--- config.mk ---
export PLATFORM = sky130hd
export DESIGN_NAME = driver_cmd_decoder
export DESIGN_NICKNAME = d
export VERILOG_FILES = /design/src/rtl/driver_cmd_decoder.sv
export SDC_FILE = /design/constraint.sdc
export NUM_CORES = 1
export LEC_CHECK = 0
export CORE_ASPECT_RATIO = 0.8
export CORE_UTILIZATION = 35
export CTS_BUF_LIST = sky130_fd_sc_hd__clkbuf_8
export DETAILED_ROUTE_END_ITERATION = 8
export PLACE_DENSITY = 0.66
export SETUP_SLACK_MARGIN = 0.15
export SLEW_MARGIN = 5
export SYNTH_ARGS = -nofsm -noshare
export SYNTH_HDL_FRONTEND = slang
export SYNTH_SLANG_ARGS = --single-unit
export TNS_END_PERCENT = 50
--- constraint.sdc ---
create_clock -name clk_33 -period 2.3 [get_ports clk_33]
set_input_delay 0.46 -clock clk_33 [delete_from_list [all_inputs] [get_ports clk_33]]
set_output_delay 0.46 -clock clk_33 [all_outputs]
set_load 0.005 [all_outputs]
--- src/rtl/driver_cmd_decoder.sv ---
// ----------------------------------------------------------------------------
// driver_cmd_decoder
//
// Receive-side decoder for one lane of the LED-driver serial command
// interface (SCLK / LAT / SIN). SIN is shifted in MSB first on every SCLK
// rising edge (sclk_en=1). The length of each LAT-high pulse, counted in SCLK
// edges, selects the command. The command is decoded on the first LAT-low
// edge after the pulse. The data word used is the 48 bits that ended with
// the last LAT-high bit.
//
// Ports
//   clk_33          in   system clock
//   nrst            in   asynchronous active-low reset
//   sclk_en         in   qualifies a cycle as an SCLK rising edge
//   lat             in   LAT line, sampled only when sclk_en=1
//   sin             in   serial data, sampled only when sclk_en=1
//   err_clr         in   clears the sticky error flags
//   cmd_valid       out  one-cycle pulse per decoded command
//   cmd_code        out  decoded command code (7 = INVALID)
//   gs_word         out  last captured GS word
//   gs_word_idx     out  bank slot of gs_word
//   gs_word_valid   out  pulse, gs_word / gs_word_idx valid
//   gs_bank_latched out  pulse on LATGS or LINERESET
//   conf_reg        out  last accepted configuration word
//   conf_valid      out  pulse when conf_reg updates
//   err_fc_locked   out  sticky, WRTFC without a preceding FCWRTEN
//   err_bad_lat     out  sticky, unknown LAT length
//   err_gs_overflow out  sticky, too many WRTGS before a LATGS
// ----------------------------------------------------------------------------
module driver_cmd_decoder #(
    parameter int DATA_W   = 48,
    parameter int GS_WORDS = 9,
    parameter int LATCNT_W = 5
) (
    input  logic              clk_33,
    input  logic              nrst,
    input  logic              sclk_en,
    input  logic              lat,
    input  logic              sin,
    input  logic              err_clr,
    output logic              cmd_valid,
    output logic [2:0]        cmd_code,
    output logic [DATA_W-1:0] gs_word,
    output logic [3:0]        gs_word_idx,
    output logic              gs_word_valid,
    output logic              gs_bank_latched,
    output logic [DATA_W-1:0] conf_reg,
    output logic              conf_valid,
    output logic              err_fc_locked,
    output logic              err_bad_lat,
    output logic              err_gs_overflow
);

    typedef enum logic [2:0] {
        CMD_WRTGS     = 3'd0,
        CMD_LATGS     = 3'd1,
        CMD_WRTFC     = 3'd2,
        CMD_LINERESET = 3'd3,
        CMD_READFC    = 3'd4,
        CMD_TMGRST    = 3'd5,
        CMD_FCWRTEN   = 3'd6,
        CMD_INVALID   = 3'd7
    } cmd_e;

    // LAT pulse lengths in SCLK edges
    localparam logic [LATCNT_W-1:0] LEN_WRTGS     = LATCNT_W'(1);
    localparam logic [LATCNT_W-1:0] LEN_LATGS     = LATCNT_W'(3);
    localparam logic [LATCNT_W-1:0] LEN_WRTFC     = LATCNT_W'(5);
    localparam logic [LATCNT_W-1:0] LEN_LINERESET = LATCNT_W'(7);
    localparam logic [LATCNT_W-1:0] LEN_READFC    = LATCNT_W'(11);
    localparam logic [LATCNT_W-1:0] LEN_TMGRST    = LATCNT_W'(13);
    localparam logic [LATCNT_W-1:0] LEN_FCWRTEN   = LATCNT_W'(15);

    localparam logic [3:0] IDX_LAST = 4'(GS_WORDS - 1);

    logic [DATA_W-1:0]   r_shift;
    logic [LATCNT_W-1:0] r_lat_cnt;
    logic [3:0]          r_idx;
    logic                r_fc_unlocked;

    // A decode happens on the first LAT-low edge that follows a LAT pulse.
    logic w_decode;
    assign w_decode = sclk_en && !lat && (r_lat_cnt != '0);

    always_ff @(posedge clk_33 or negedge nrst) begin
        if (!nrst) begin
            r_shift         <= '0;
            r_lat_cnt       <= '0;
            r_idx           <= '0;
            r_fc_unlocked   <= 1'b0;
            cmd_valid       <= 1'b0;
            cmd_code        <= CMD_WRTGS;
            gs_word         <= '0;
            gs_word_idx     <= '0;
            gs_word_valid   <= 1'b0;
            gs_bank_latched <= 1'b0;
            conf_reg        <= '0;
            conf_valid      <= 1'b0;
            err_fc_locked   <= 1'b0;
            err_bad_lat     <= 1'b0;
            err_gs_overflow <= 1'b0;
        end else begin
            cmd_valid       <= 1'b0;
            gs_word_valid   <= 1'b0;
            gs_bank_latched <= 1'b0;
            conf_valid      <= 1'b0;

            // Clear first so that an error raised in the same cycle, assigned
            // further down, takes precedence.
            if (err_clr) begin
                err_fc_locked   <= 1'b0;
                err_bad_lat     <= 1'b0;
                err_gs_overflow <= 1'b0;
            end

            if (sclk_en) begin
                r_shift <= {r_shift[DATA_W-2:0], sin};

                if (lat) begin
                    if (r_lat_cnt != '1) begin
                        r_lat_cnt <= r_lat_cnt + LATCNT_W'(1);
                    end
                end else if (w_decode) begin
                    // r_shift still holds the word ending with the last
                    // LAT-high bit; this edge's sin is only shifted in.
                    r_lat_cnt <= '0;
                    cmd_valid <= 1'b1;

                    case (r_lat_cnt)
                        LEN_WRTGS: begin
                            cmd_code      <= CMD_WRTGS;
                            gs_word       <= r_shift;
                            gs_word_idx   <= r_idx;
                            gs_word_valid <= 1'b1;
                            if (r_idx < IDX_LAST) begin
                                r_idx <= r_idx + 4'd1;
                            end else begin
                                err_gs_overflow <= 1'b1;
                            end
                        end
                        LEN_LATGS, LEN_LINERESET: begin
                            cmd_code        <= (r_lat_cnt == LEN_LATGS) ? CMD_LATGS
                                                                        : CMD_LINERESET;
                            gs_word         <= r_shift;
                            gs_word_idx     <= IDX_LAST;
                            gs_word_valid   <= 1'b1;
                            gs_bank_latched <= 1'b1;
                            r_idx           <= '0;
                        end
                        LEN_WRTFC: begin
                            cmd_code <= CMD_WRTFC;
                            if (r_fc_unlocked) begin
                                conf_reg      <= r_shift;
                                conf_valid    <= 1'b1;
                                r_fc_unlocked <= 1'b0;
                            end else begin
                                err_fc_locked <= 1'b1;
                            end
                        end
                        LEN_FCWRTEN: begin
                            cmd_code      <= CMD_FCWRTEN;
                            r_fc_unlocked <= 1'b1;
                        end
                        LEN_READFC: begin
                            cmd_code <= CMD_READFC;
                        end
                        LEN_TMGRST: begin
                            cmd_code <= CMD_TMGRST;
                        end
                        default: begin
                            // Includes the saturated count.
                            cmd_code    <= CMD_INVALID;
                            err_bad_lat <= 1'b1;
                        end
                    endcase
                end
            end
        end
    end

endmodule

==> reports/results.tsv <==
stage	metric	value	unit
logic_synthesis	Avg Cell Area, Syn	15.18	sq um
clock_network	root buf cell	clkbuf_8	
clock_network	clk buf depth	2	
setup_path	Cell Chain, Critical Path	inv_1 > ha_1 > nand2b_1 > o31ai_1 > or3_4 > buf_12 > mux2_2	
timing	hold_ws	483.0	ps
cells_and_area	Non-Filler Instances	834	
setup_path	CP arrival	2360	ps
logic_synthesis	synthesized area	6603	sq um
cells_and_area	layout cells sized above 1	35.11	%
placement	RePlAce Congestion	0.7623	
grt	total global-route track usage	14.93	%
clock_network	clock sink total	168	
floorplan	die height	124.8	microns
timing	Slew @ Worst Pin	614.4	ps
logic_synthesis	predominant post-synthesis flop cell	dfrtp_1	
job	MaxCap Viol Count	0	
setup_path	crit-path max FO	25	
route	final antenna-violating net count	0	
route	WL/cell	16.00	microns
route	initial DRC count	110	
power_and_ir_drop	Final Total Pwr	7.770	mW
setup_path	slowest CP cell	dfrtp_1	
timing	Slew Limit Fails	0	
timing	Slew Limit Headroom	59.04	%
logic_synthesis	count leader, synth	dfrtp_1	
logic_synthesis	ys async rst share	100.0	%
timing	final hold vios	0	
floorplan	Die Area	19420	sq um
logic_synthesis	cells after synthesis	435	
grt	gr ovfl total	0	
min_path	hold path startpoint	gs_word_idx[3]	
setup_path	R2R depth	7	
clock_network	Worst-path clk slew	90	ps
setup_path	Setup CP Type	flop to flop	
setup_path	Reg2Reg Launch Point	r_lat_cnt[0]	
clock_network	CTS tree	done	
clock_network	CTS H-tree lvls	4	
setup_path	required time of the critical path	2620	ps
timing	post-route minimum period	2040	ps
floorplan	Rows	44	
logic_synthesis	FF+latch count, synth	168	
power_and_ir_drop	pwr dens	902.6	nW/um^2
status	status	complete, no violations	
cells_and_area	area grow syn2layout	30.38	%
placement	Inst Count DP	798	
grt	largest net degree at the start of global routing	62	
min_path	worst hold path class	flop to flop	
setup_path	RR Endpoint	conf_reg[32]	
min_path	WHS Path Cells	2	
clock_network	Num CTS Buffers	17	
setup_path	r2r setup slk	260	ps
cells_and_area	layout net count	582	
power_and_ir_drop	Lkg Pwr	4.085	nW
route	DRC viols	0	
logic_synthesis	Mapped Nets	447	
timing	Max Clk Rate	490.1	MHz
logic_synthesis	post-synth top area share	63.67	%
logic_synthesis	distinct cell type count after synthesis	42	
floorplan	DIE WIDTH	155.6	microns
setup_path	CP startpoint kind	flop	
route	vias per cell	4.712	
floorplan	Core Area	18330	sq um
timing	unrepaired setup endpoints after global routing	false	
grt	initial antenna violation count	0	
grt	wire length of the first global-routing pass	22330	microns
route	Routed Wire Length	13340	microns
placement	number of buffers added on ports	115	
timing	Tcrit/Tclk final	88.71	%
setup_path	Setup crit end kind	flop	
clock_network	clock latency on the worst-skew pair	440	ps
route	Vias	3930	
logic_synthesis	dominant cell type by area after synthesis	dfrtp_1	
logic_synthesis	Synth top cells by count	168 x dfrtp_1, 138 x mux2_2, 14 x nand2_1	
min_path	WHS Endpoint	gs_word_idx[3]	
logic_synthesis	sequential area share after synthesis	63.67	%
timing	Layout Skew	12.97	ps
setup_path	crit-path max cell delay	420	ps
timing	final setup vio count	0	
floorplan	Top Ports	116	
placement	DP HPWL	9033	microns
logic_synthesis	yosys warns	0	
logic_synthesis	EDFF count, synth	0	
cells_and_area	number of inserted diodes	0	
power_and_ir_drop	Peak VDD IR	444.8	uV
floorplan	Initial Util	36.02	%
route	DR pass1 iterations	4	
grt	vias in the first global route	4085	
logic_synthesis	Synth area leaders	dfrtp_1 64%, mux2_2 24%, mux2_4 2.0%	
==> worst max-delay path by stage <==
stage	endpoint	from	slack (ps)	depth (start not counted)
floorplan	gs_word[43]	r_lat_cnt[1]	270	7
global placement	conf_reg[0]	lat	-90	6
detailed placement	conf_reg[47]	lat	-120	6
CTS	conf_reg[47]	r_lat_cnt[0]	160	7
global route	conf_reg[32]	r_lat_cnt[1]	190	7
finish	conf_reg[32]	r_lat_cnt[0]	260	7
==> metrics by stage <==
stage | TNS [ps] | cell area [sq um] | setup slack (ps) | util [%]
after floorplan | 0 | 6603 | 272.1 | -
after global placement | -3103 | 8180 | -91.94 | 44.62
after detailed placement | -4022 | 8180 | -116.4 | 44.62
after CTS | 0 | 8592 | 162.1 | 46.87
after global routing | 0 | 8608 | 189.8 | 46.96
final | 0 | 8608 | 259.7 | 46.96
==> layout by cell type (no fill, tap or decap), drive strengths merged, types with 2 or more instances in the layout <==
cell	instances
a22o	4
and3	2
dfrtp	168
clkdlybuf4s50	113
clkinv	2
a21oi	4
mux2	147
bufinv	2
nor3	2
buf	24
ha	6
a31oi	2
nand2b	3
nand2	14
o31ai	2
clkinvlp	2
nor2	10
o22ai	2
nand3	3
o21ai	11
clkbuf	17
nor2b	2
inv	21
==> where the power goes <==
part | switching, mW | leakage [nW] | internal [mW]
combinational | 0.724 | 1.65 | 1.16
clock | 1.01 | 0.195 | 0.931
sequential | 0.431 | 2.24 | 3.51
total | 2.17 | 4.08 | 5.60
==> cell type report <==
class / count / area (sq um)
fill: 1597 / 9724
sequential: 168 / 4204
multi-input combinational: 231 / 2271
timing repair buffer: 138 / 1410
tap: 253 / 316.6
clock buffer: 17 / 234.0
clock inverter: 13 / 120.1
inverter: 14 / 52.55
==> per-layer routing <==
metal | vias to the layer above | wire [microns] | track usage [%]
li1 | 1804 | - | -
met1 | 2020 | 6506 | 20.92
met2 | 91 | 5964 | 21.97
met3 | 15 | 712 | 4.697
met4 | 0 | 158 | 4.671
met5 | - | 0 | 0
==> timing repair <==
action,in CTS,in global routing
hold buffers,1,0
setup buffers,5,0
endpoints found under the setup margin,14,52
pin swaps,0,0
endpoints found under the hold margin,21,0
gates resized for setup,3,3
==> critical path, delay by kind of cell, from the launching register on <==
| family | cells | cell delay, ps |
|---|---|---|
| flops | 1 | 420 |
| mux | 1 | 360 |
| simple gates | 2 | 350 |
| buf+inv | 2 | 300 |
| compound gates | 1 | 270 |
| fa+ha+maj | 1 | 190 |
==> cells by family (layout without fill, tap and decap cells) <==
group	Yosys count	in the layout	synth area share [%]
buffers and inverters	36	182	2.615
muxes	148	148	25.73
xor gates and xnor gates	2	2	0.2654
adders and majority gates	6	6	1.137
and+or+nand+nor	42	42	3.279
AOI/OAI and AO/OA	33	33	3.297
DFF	168	168	63.67
No activity file was read; power rests on OpenSTA's default activity.
